<file path="src/rtl/pixel_fetch_pkg.sv">
`default_nettype none
// ============================================================================
// pixel_fetch_pkg
// Shared types and constants for the pixel fetch controller.
// Revision: 1.0
// ============================================================================
package pixel_fetch_pkg;

    typedef enum logic [2:0] {
        S_IDLE = 3'd0,
        S_REQ  = 3'd1,
        S_WAIT = 3'd2,
        S_HOLD = 3'd3,
        S_DONE = 3'd4
    } fetch_state_t;

    localparam logic [1:0] CTRL_IDLE = 2'b00;
    localparam logic [1:0] CTRL_WR   = 2'b01;
    localparam logic [1:0] CTRL_RD   = 2'b10;

    localparam int START_BIT = 0;

    typedef enum logic {
        OWN_CPU = 1'b0,
        OWN_ENG = 1'b1
    } owner_t;

    function automatic logic is_cpu_req(input logic [1:0] ctrl);
        return (ctrl == CTRL_WR) || (ctrl == CTRL_RD);
    endfunction

endpackage
`default_nettype wire

</file>
<file path="src/rtl/pix_skid_buf.sv">
`default_nettype none
// ============================================================================
// pix_skid_buf
// Two-entry valid/ready FIFO with synchronous flush (used with PIX_SKID_BUF_EN).
// Revision: 1.0
// ============================================================================
module pix_skid_buf #(
    parameter int WIDTH = 25
) (
    input  logic             clock,
    input  logic             reset,
    input  logic             i_flush,
    input  logic             i_valid,
    input  logic [WIDTH-1:0] i_data,
    output logic             o_ready,
    output logic             o_valid,
    output logic [WIDTH-1:0] o_data,
    input  logic             i_ready,
    output logic [1:0]       o_count
);

    logic [WIDTH-1:0] r_mem [2];
    logic             r_wr_ptr;
    logic             r_rd_ptr;
    logic [1:0]       r_count;
    logic             w_push;
    logic             w_pop;

    assign o_ready = (r_count != 2'd2);
    assign o_valid = (r_count != 2'd0);
    assign o_data  = r_mem[r_rd_ptr];
    assign o_count = r_count;
    assign w_push  = i_valid && o_ready;
    assign w_pop   = o_valid && i_ready;

    always_ff @(posedge clock) begin
        if (reset || i_flush) begin
            r_wr_ptr <= 1'b0;
            r_rd_ptr <= 1'b0;
            r_count  <= 2'd0;
        end else begin
            if (w_push) r_wr_ptr <= ~r_wr_ptr;
            if (w_pop)  r_rd_ptr <= ~r_rd_ptr;
            case ({w_push, w_pop})
                2'b10:   r_count <= r_count + 2'd1;
                2'b01:   r_count <= r_count - 2'd1;
                default: r_count <= r_count;
            endcase
        end
    end

    // Storage is cleared only by reset so the streamed data reads 0 out of reset.
    always_ff @(posedge clock) begin
        if (reset) begin
            r_mem[0] <= '0;
            r_mem[1] <= '0;
        end else if (w_push) begin
            r_mem[r_wr_ptr] <= i_data;
        end
    end

endmodule
`default_nettype wire

</file>
<file path="src/rtl/pixel_fetch_ctrl.sv">
`default_nettype none
// ============================================================================
// pixel_fetch_ctrl
// Arbitrates the pixel bank port between CPU and a sequential fetch engine
// that streams image words over valid/ready. PIX_SKID_BUF_EN adds a 2-entry
// output buffer with read-ahead.
// Revision: 1.0
// ============================================================================
module pixel_fetch_ctrl
    import pixel_fetch_pkg::*;
#(
    parameter int AMBA_WORD  = 24,
    parameter int ADDR_DEPTH = 12,
    parameter int IMG_BASE   = 1,
    parameter int NUM_WORDS  = 1023
) (
    input  logic                  clock,
    input  logic                  reset,
    input  logic [1:0]            cpu_control,
    input  logic [ADDR_DEPTH:0]   cpu_address,
    input  logic [AMBA_WORD-1:0]  cpu_wdata,
    output logic [AMBA_WORD-1:0]  cpu_rdata,
    output logic                  cpu_rvalid,
    output logic [1:0]            bank_control,
    output logic [ADDR_DEPTH:0]   bank_address,
    output logic [AMBA_WORD-1:0]  bank_wdata,
    input  logic [AMBA_WORD-1:0]  bank_rdata,
    input  logic [AMBA_WORD-1:0]  start_word,
    output logic [AMBA_WORD-1:0]  pix_data,
    output logic                  pix_valid,
    input  logic                  pix_ready,
    output logic                  pix_last,
    output logic                  done
);

    localparam int AW = ADDR_DEPTH + 1;
    localparam logic [ADDR_DEPTH-1:0] c_last_idx = ADDR_DEPTH'(NUM_WORDS - 1);

    if (NUM_WORDS < 1 || NUM_WORDS > (2**ADDR_DEPTH) - IMG_BASE) begin : g_chk_num_words
        $error("pixel_fetch_ctrl: NUM_WORDS out of range for ADDR_DEPTH/IMG_BASE");
    end

    fetch_state_t          r_state;
    logic [ADDR_DEPTH-1:0] r_cnt;
    logic                  r_done;
    logic                  r_rd_pend;
    owner_t                r_rd_own;
    logic                  r_start_hist;
    logic                  r_hist_vld;
    logic                  w_cpu_req;
    logic                  w_eng_rd;
    logic                  w_start;
    logic                  w_start_edge;
    logic                  w_eng_data_vld;
    logic                  w_abort;
    logic [AW-1:0]         w_eng_addr;
    logic                  w_unused_start;

    assign w_unused_start = |start_word;
    assign w_start        = start_word[START_BIT];
    // History must hold one real post-reset sample before an edge can count.
    assign w_start_edge   = r_hist_vld && w_start && !r_start_hist;
    assign w_cpu_req      = is_cpu_req(cpu_control);
    assign w_eng_addr     = AW'(IMG_BASE) + {1'b0, r_cnt};
    assign w_abort        = !w_start &&
                            (r_state == S_REQ || r_state == S_WAIT || r_state == S_HOLD);

    assign bank_control = w_cpu_req ? cpu_control : (w_eng_rd ? CTRL_RD : CTRL_IDLE);
    assign bank_address = w_cpu_req ? cpu_address : (w_eng_rd ? w_eng_addr : '0);
    assign bank_wdata   = (cpu_control == CTRL_WR) ? cpu_wdata : '0;

    assign cpu_rvalid     = r_rd_pend && (r_rd_own == OWN_CPU);
    assign cpu_rdata      = cpu_rvalid ? bank_rdata : '0;
    assign w_eng_data_vld = r_rd_pend && (r_rd_own == OWN_ENG);
    assign done           = r_done;

    always_ff @(posedge clock) begin
        if (reset) begin
            r_rd_pend    <= 1'b0;
            r_rd_own     <= OWN_CPU;
            r_start_hist <= 1'b0;
            r_hist_vld   <= 1'b0;
        end else begin
            r_rd_pend    <= (bank_control == CTRL_RD);
            r_rd_own     <= w_cpu_req ? OWN_CPU : OWN_ENG;
            r_start_hist <= w_start;
            r_hist_vld   <= 1'b1;
        end
    end

`ifdef PIX_SKID_BUF_EN
    logic [ADDR_DEPTH-1:0] r_rcv_cnt;
    logic [1:0]            w_fifo_cnt;
    logic                  w_fifo_valid;
    logic                  w_push;
    logic                  w_pop;
    logic                  w_credit;
    logic                  w_unused_fifo_ready;
    logic [AMBA_WORD:0]    w_fifo_out;
    logic [2:0]            w_occ;

    assign w_push   = w_eng_data_vld && w_start && (r_state == S_REQ || r_state == S_HOLD);
    assign w_pop    = w_fifo_valid && pix_ready;
    // Occupancy after this edge; a new read is issued only if its slot stays free.
    assign w_occ    = {1'b0, w_fifo_cnt} + {2'b0, w_push} - {2'b0, w_pop};
    assign w_credit = (w_occ <= 3'd1);
    assign w_eng_rd = (r_state == S_REQ) && w_start && (cpu_control == CTRL_IDLE) && w_credit;

    pix_skid_buf #(
        .WIDTH (AMBA_WORD + 1)
    ) u_skid (
        .clock   (clock),
        .reset   (reset),
        .i_flush (w_abort),
        .i_valid (w_push),
        .i_data  ({(r_rcv_cnt == c_last_idx), bank_rdata}),
        .o_ready (w_unused_fifo_ready),
        .o_valid (w_fifo_valid),
        .o_data  (w_fifo_out),
        .i_ready (pix_ready),
        .o_count (w_fifo_cnt)
    );

    assign pix_data  = w_fifo_out[AMBA_WORD-1:0];
    assign pix_valid = w_fifo_valid;
    assign pix_last  = w_fifo_valid && w_fifo_out[AMBA_WORD];

    always_ff @(posedge clock) begin
        if (reset) begin
            r_state   <= S_IDLE;
            r_cnt     <= '0;
            r_rcv_cnt <= '0;
            r_done    <= 1'b0;
        end else begin
            case (r_state)
                S_IDLE: if (w_start_edge) begin
                    r_state   <= S_REQ;
                    r_cnt     <= '0;
                    r_rcv_cnt <= '0;
                end
                S_REQ: if (w_abort) begin
                    r_state <= S_IDLE;
                end else begin
                    if (w_push) r_rcv_cnt <= r_rcv_cnt + 1'b1;
                    if (w_eng_rd) begin
                        if (r_cnt == c_last_idx) r_state <= S_HOLD;
                        else                     r_cnt   <= r_cnt + 1'b1;
                    end
                end
                S_HOLD: if (w_abort) begin
                    r_state <= S_IDLE;
                end else begin
                    if (w_push) r_rcv_cnt <= r_rcv_cnt + 1'b1;
                    if (w_pop && w_fifo_out[AMBA_WORD]) begin
                        r_state <= S_DONE;
                        r_done  <= 1'b1;
                    end
                end
                S_DONE: if (!w_start) begin
                    r_state <= S_IDLE;
                    r_done  <= 1'b0;
                end
                default: r_state <= S_IDLE;
            endcase
        end
    end
`else
    logic [AMBA_WORD-1:0] r_pix_data;
    logic                 r_pix_valid;
    logic                 r_pix_last;

    assign w_eng_rd  = (r_state == S_REQ) && w_start && (cpu_control == CTRL_IDLE);
    assign pix_data  = r_pix_data;
    assign pix_valid = r_pix_valid;
    assign pix_last  = r_pix_last;

    always_ff @(posedge clock) begin
        if (reset) begin
            r_state     <= S_IDLE;
            r_cnt       <= '0;
            r_done      <= 1'b0;
            r_pix_data  <= '0;
            r_pix_valid <= 1'b0;
            r_pix_last  <= 1'b0;
        end else begin
            case (r_state)
                S_IDLE: if (w_start_edge) begin
                    r_state <= S_REQ;
                    r_cnt   <= '0;
                end
                S_REQ: if (w_abort)       r_state <= S_IDLE;
                       else if (w_eng_rd) r_state <= S_WAIT;
                S_WAIT: if (w_abort) begin
                    r_state <= S_IDLE;
                end else if (w_eng_data_vld) begin
                    r_pix_data  <= bank_rdata;
                    r_pix_valid <= 1'b1;
                    r_pix_last  <= (r_cnt == c_last_idx);
                    r_state     <= S_HOLD;
                end
                S_HOLD: if (w_abort) begin
                    r_pix_valid <= 1'b0;
                    r_pix_last  <= 1'b0;
                    r_state     <= S_IDLE;
                end else if (pix_ready) begin
                    r_pix_valid <= 1'b0;
                    r_pix_last  <= 1'b0;
                    if (r_pix_last) begin
                        r_state <= S_DONE;
                        r_done  <= 1'b1;
                    end else begin
                        r_cnt   <= r_cnt + 1'b1;
                        r_state <= S_REQ;
                    end
                end
                S_DONE: if (!w_start) begin
                    r_state <= S_IDLE;
                    r_done  <= 1'b0;
                end
                default: r_state <= S_IDLE;
            endcase
        end
    end
`endif

endmodule
`default_nettype wire

</file>
<file path="config.mk">
export PLATFORM = sky130hd
export DESIGN_NAME = pixel_fetch_ctrl
export DESIGN_NICKNAME = d
export VERILOG_FILES = /design/src/rtl/pixel_fetch_pkg.sv /design/src/rtl/pix_skid_buf.sv /design/src/rtl/pixel_fetch_ctrl.sv
export SDC_FILE = /design/constraint.sdc
export NUM_CORES = 1
export LEC_CHECK = 0
export ABC_AREA = 1
export CELL_PAD_IN_SITES_DETAIL_PLACEMENT = 1
export CELL_PAD_IN_SITES_GLOBAL_PLACEMENT = 2
export CORE_MARGIN = 2
export CORE_UTILIZATION = 18
export CTS_BUF_LIST = sky130_fd_sc_hd__clkbuf_16
export CTS_CLUSTER_SIZE = 12
export DETAILED_ROUTE_END_ITERATION = 12
export GPL_ROUTABILITY_DRIVEN = 0
export PLACE_DENSITY_LB_ADDON = 0.12
export SYNTH_ARGS = -nofsm -noshare
export SYNTH_HDL_FRONTEND = slang
export SYNTH_HIERARCHICAL = 1
export SYNTH_SLANG_ARGS = --single-unit
</file>
<file path="constraint.sdc">
create_clock -name clock -period 3.2 [get_ports clock]
set_input_delay 0.48 -clock clock [delete_from_list [all_inputs] [get_ports clock]]
set_output_delay 0.48 -clock clock [all_outputs]
set_load 0.02 [all_outputs]
</file>
== Word level (Yosys, flattened, before mapping) ==
Cells that the tools add are included.
Widths: inputs -> output; s select.

* Input bits: 90
* Register bits: 46
* Output and inout port bits: 91

* Muxes and demuxes: 36
* Bitwise operators: 2
* Equality and inequality tests: 19
* Reduce and logical (&&, ||, !) cells: 22
* Add/subtract/negate cells: 2

{| class="wikitable"
|+ Operators by type and width
! operator !! number
|-
| $mux 12 || 4
|-
| $mux 24 || 2
|-
| $mux 3 || 9
|-
| $mux 13 || 2
|-
| $pmux 12 s2 || 1
|-
| $ne 2x2->1 const B || 8
|-
| $pmux 3 s5 || 1
|-
| $reduce_and 5->1 || 3
|-
| $add 1x12->13 const A || 1
|-
| $add 12x1->12 const B || 1
|-
| $eq 12x10->1 const B || 1
|-
| $mux 1 || 12
|-
| $ne 3x3->1 const B || 3
|-
| $logic_and 1x1->1 || 7
|-
| $eq 3x2->1 const B || 2
|-
| $pmux 1 s2 || 3
|-
| $reduce_bool 2->1 || 3
|-
| $eq 2x2->1 const B || 2
|-
| $mux 2 || 2
|-
| $reduce_and 4->1 || 1
|-
| $eq 3x1->1 const B || 1
|-
| $eq 3x3->1 const B || 1
|-
| $logic_not 3->1 || 1
|-
| $logic_or 1x1->1 || 3
|-
| other kinds (5) || 7
|}

== Longest topological paths before layout ==
* Depth in word-level cells: 6
* Mapped depth: 9

== Least setup slack after synthesis ==
No wires, ideal clock.

* Path kind: input-to-output
* Start: input cpu_control[1]
* End: output bank_address[0]
* Path buffers: 1
* Stages: 6
* Arrival: 1.871 ns
* Setup slack: 0.849 ns
* Cells stage by stage: inv_1 ha_1 clkbuf_1 nor3_4 inv_2 o21ai_0

* Longest elaborated chain between the ends: 4
* Elaborated cells on any way between the ends: 7
* Classes of those cells: eq/ne (2); mux (2); reduce/logical (3)

{| class="wikitable"
|+ RTL lines
! element !! RTL line !! text
|-
| start: declaration || pixel_fetch_ctrl.sv:19 || <nowiki>input logic [1:0] cpu_control,</nowiki>
|-
| $logic_not 2->1 || pixel_fetch_ctrl.sv:172 || <nowiki>assign w_eng_rd = (r_state == S_REQ) && w_start && (cpu_control == CTRL_IDLE);</nowiki>
|-
| $logic_and 1x1->1 || pixel_fetch_ctrl.sv:172 ||
|-
| $mux 13 || pixel_fetch_ctrl.sv:69 || <nowiki>assign bank_address = w_cpu_req ? cpu_address : (w_eng_rd ? w_eng_addr : '0);</nowiki>
|-
| $mux 13 * || pixel_fetch_ctrl.sv:69 ||
|-
| end: declaration || pixel_fetch_ctrl.sv:25 || <nowiki>output logic [ADDR_DEPTH:0] bank_address,</nowiki>
|}

Mark *: on every way between the ends. The rest lies on a longest branch, timed or not.

== Worst setup path after layout ==
* Start: input cpu_control[0]
* End: output bank_address[6]

Same word-level chain as after synthesis.

==> impl_metrics.env <==
export IMPL_setup_violations=0
export IMPL_ys_warn_count=6
export IMPL_dieArea_mm2=0.0159
export IMPL_period_needed_ns=3.07
export IMPL_skew_ns=0.00391
export IMPL_hold_class="flip-flop to flip-flop"
export IMPL_synth_area_leaders="dfxtp_1, nand2_1, inv_1"
export IMPL_routedWlPerCell_um=13.6
export IMPL_ys_types=29
export IMPL_critPathMaxFanout=8
export IMPL_yosys_area_top_type="dfxtp_1"
export IMPL_core_area_mm2=0.0145
export IMPL_fin_total_pwr_mw=1.61
export IMPL_leakagePower_nw=2.10
export IMPL_rsz0062_at_grt="no"
export IMPL_antenna_found_initial=0
export IMPL_antennaDiodeCount=0
export IMPL_cts_htree_levels=2
export IMPL_first_iter_violations=151
export IMPL_clkSinkCount=46
export IMPL_status="complete, no violations"
export IMPL_pre_cts_ws_ns=0.0938
export IMPL_drive_gt1_frac=0.0634
export IMPL_ant_nets=0
export IMPL_overflow=0
export IMPL_final_common_cell="clkdlybuf4s50_1"
export IMPL_crit_path_end="bank_address[6]"
export IMPL_period_share=0.960
export IMPL_slew_headroom=0.501
export IMPL_vias=3192
export IMPL_mostFrequentLayoutCells="clkdlybuf4s50_1, nand2_1, inv_1, nor2_1, dfxtp_1"
export IMPL_rrSetupSlack_ns=1.52
export IMPL_critPathRequiredTime_ns=2.72
export IMPL_timing_final_hold_violations=0
export IMPL_worstSetupEndpointType="primary output"
export IMPL_clk_latency_ns=0.29
export IMPL_num_rows=44
export IMPL_nets=678
export IMPL_wl_um=10400
export IMPL_rr_worst_depth=7
export IMPL_path_class="input pin to primary output"
export IMPL_syn_area_mm2=0.00269
export IMPL_path_buf_inv=4
export IMPL_tns_ns=0
export IMPL_postSynthCellCount=428
export IMPL_cts_buffers=5
export IMPL_power_density_mw_per_mm2=346
export IMPL_post_dp_hpwl_um=8170
export IMPL_cts_path_max_buffers=2
export IMPL_portBuffers=157
export IMPL_cap_viol_max_count=0
export IMPL_crit_top_cell="clkdlybuf4s50_1"
export IMPL_grt_pass1_vias=3389
export IMPL_max_freq_mhz=325
export IMPL_cp_start_kind="input pin"
export IMPL_start_util=0.185
export IMPL_chipWidth_um=126
export IMPL_fillers=1839
export IMPL_vias_per_cell=4.16
export IMPL_r2r_start="r_cnt[1]$_SDFFE_PP0P_"
export IMPL_syn_area_per_cell_um2=6.28
export IMPL_crit_start="cpu_control[0]"
export IMPL_cp_slowest_cell="clkdlybuf4s50_1"
export IMPL_clockRootBuffer="clkbuf_16"
export IMPL_io_pins=181
export IMPL_grtUsageTotal=0.133
export IMPL_path_depth=7
export IMPL_grt_max_degree=25
export IMPL_cts_tree="yes"
export IMPL_cp_cell_sequence="clkdlybuf4s50_1, inv_1, ha_1, nor3_4, buf_4, a22o_1, clkdlybuf4s50_1"
export IMPL_ir_worst_vdd_uv=161
export IMPL_yosysTopAreaCellShare=0.343
export IMPL_die_h_um=126
export IMPL_worstPathArrival_ns=2.59
export IMPL_firstDrtPassIters=4
export IMPL_critPathTopFamily="buffers and inverters"
export IMPL_drcViolationCount=0
export IMPL_synth_seq_area_share=0.343
export IMPL_worstMarginPinSlew_ns=0.747
export IMPL_r2r_end="r_cnt[8]$_SDFFE_PP0P_"
export IMPL_grt_pass1_wl_um=17000
export IMPL_clk_pin_slew_ns=0.07
export IMPL_cts_hold_buf=0
export IMPL_setup_ws_ns=0.127
export IMPL_drv_slew=0
export IMPL_synth_nets=523
export IMPL_ys_ff_latch=46
export IMPL_crit_path_max_incr_delay_ns=0.60
export IMPL_area_delta_synth_final_pct=73.0
[synth_stat cells, drive strengths merged]
cell    instances
nand4           5
nor2           54
xnor2           4
a21o            1
nor3            2
o211ai          1
o21ai          35
nand2         116
a21oi          42
or2             1
buf            12
clkbuf          6
a22o            1
ha              5
nand3          20
dfxtp          46
inv            76
clkinv          1
[power by group]
part | leakage (nW) | internal, mW | switching [mW]
logic | 1.63 | 0.166 | 0.170
clock network | 0.0915 | 0.446 | 0.244
registers | 0.372 | 0.578 | 0.00625
[how the worst min path moves through the flow]
stage,start,end,slack (ns),cells past startpoint
after floorplan,r_cnt[6]$_SDFFE_PP0P_,r_cnt[6]$_SDFFE_PP0P_,0.47,2
final,done$_SDFFE_PP0P_,done$_SDFFE_PP0P_,0.50,2
after global placement,pix_valid$_SDFFE_PP0P_,pix_valid$_SDFFE_PP0P_,0.48,2
after CTS,r_cnt[6]$_SDFFE_PP0P_,r_cnt[6]$_SDFFE_PP0P_,0.51,2
after global routing,r_cnt[11]$_SDFFE_PP0P_,r_cnt[11]$_SDFFE_PP0P_,0.53,2
after detailed placement,r_cnt[6]$_SDFFE_PP0P_,r_cnt[6]$_SDFFE_PP0P_,0.50,2
[through the flow]
step / instances / utilization / hold WS, ns / cell area [um2]
after floorplan: 428 / - / 0.470 / 2690
final: 768 / 0.320 / 0.500 / 4650
after global placement: 760 / 0.306 / 0.478 / 4450
after CTS: 768 / 0.319 / 0.510 / 4640
after detailed placement: 760 / 0.306 / 0.498 / 4450
after global routing: 768 / 0.320 / 0.535 / 4650
[routing by layer]
| layer | up-vias | GRT usage | share of wire |
|---|---|---|---|
| li1 | 1623 | - | - |
| met1 | 1472 | 0.159 | 0.43 |
| met2 | 92 | 0.214 | 0.46 |
| met3 | 5 | 0.0680 | 0.10 |
| met4 | 0 | 0.0310 | 0.0079 |
| met5 | - | 0 | 0 |
[worst register-to-register path, cell delays in order, from the launching register on]
cell,delay [ns]
dfxtp_1,0.39
ha_1,0.21
inv_1,0.05
nor2_1,0.38
nand2_1,0.18
xnor2_1,0.20
nand2_1,0.07
a21oi_1,0.13
[final cells by class]
type / count / area, um2 / share of cell area
multi-input cells: 287 / 1360 / 0.292
well taps: 184 / 230 / 0.0495
flip-flops and latches: 46 / 921 / 0.198
inverters: 77 / 292 / 0.0627
clock inverters: 3 / 63.8 / 0.0137
clock buffers: 5 / 125 / 0.0269
repair buffers: 166 / 1660 / 0.357
[state kept, by name (all words and copies together), names as in the netlist]
| register | flops |
|---|---|
| r_start_hist | 1 |
| r_rd_own | 1 |
| done | 1 |
| pix_data | 24 |
| r_state | 3 |
| r_hist_vld | 1 |
| pix_last | 1 |
| r_cnt | 12 |
| r_rd_pend | 1 |
| pix_valid | 1 |
[logic make-up after synthesis]
kind of cell | count (synthesis) | share of synthesized area
buffers and inverters | 95 | 0.152
XOR/XNOR | 4 | 0.0130
AND/OR/NAND/NOR | 198 | 0.315
adder cells (fa/ha/maj) | 5 | 0.0233
AO/OA/AOI/OAI | 80 | 0.154
flip-flops | 46 | 0.343
[repair_timing]
action / CTS / global route
resized for setup: 0 / 4
setup buffers: 0 / 0
setup endpoints to repair: 0 / 4
Power figures use the tool's default switching activity.
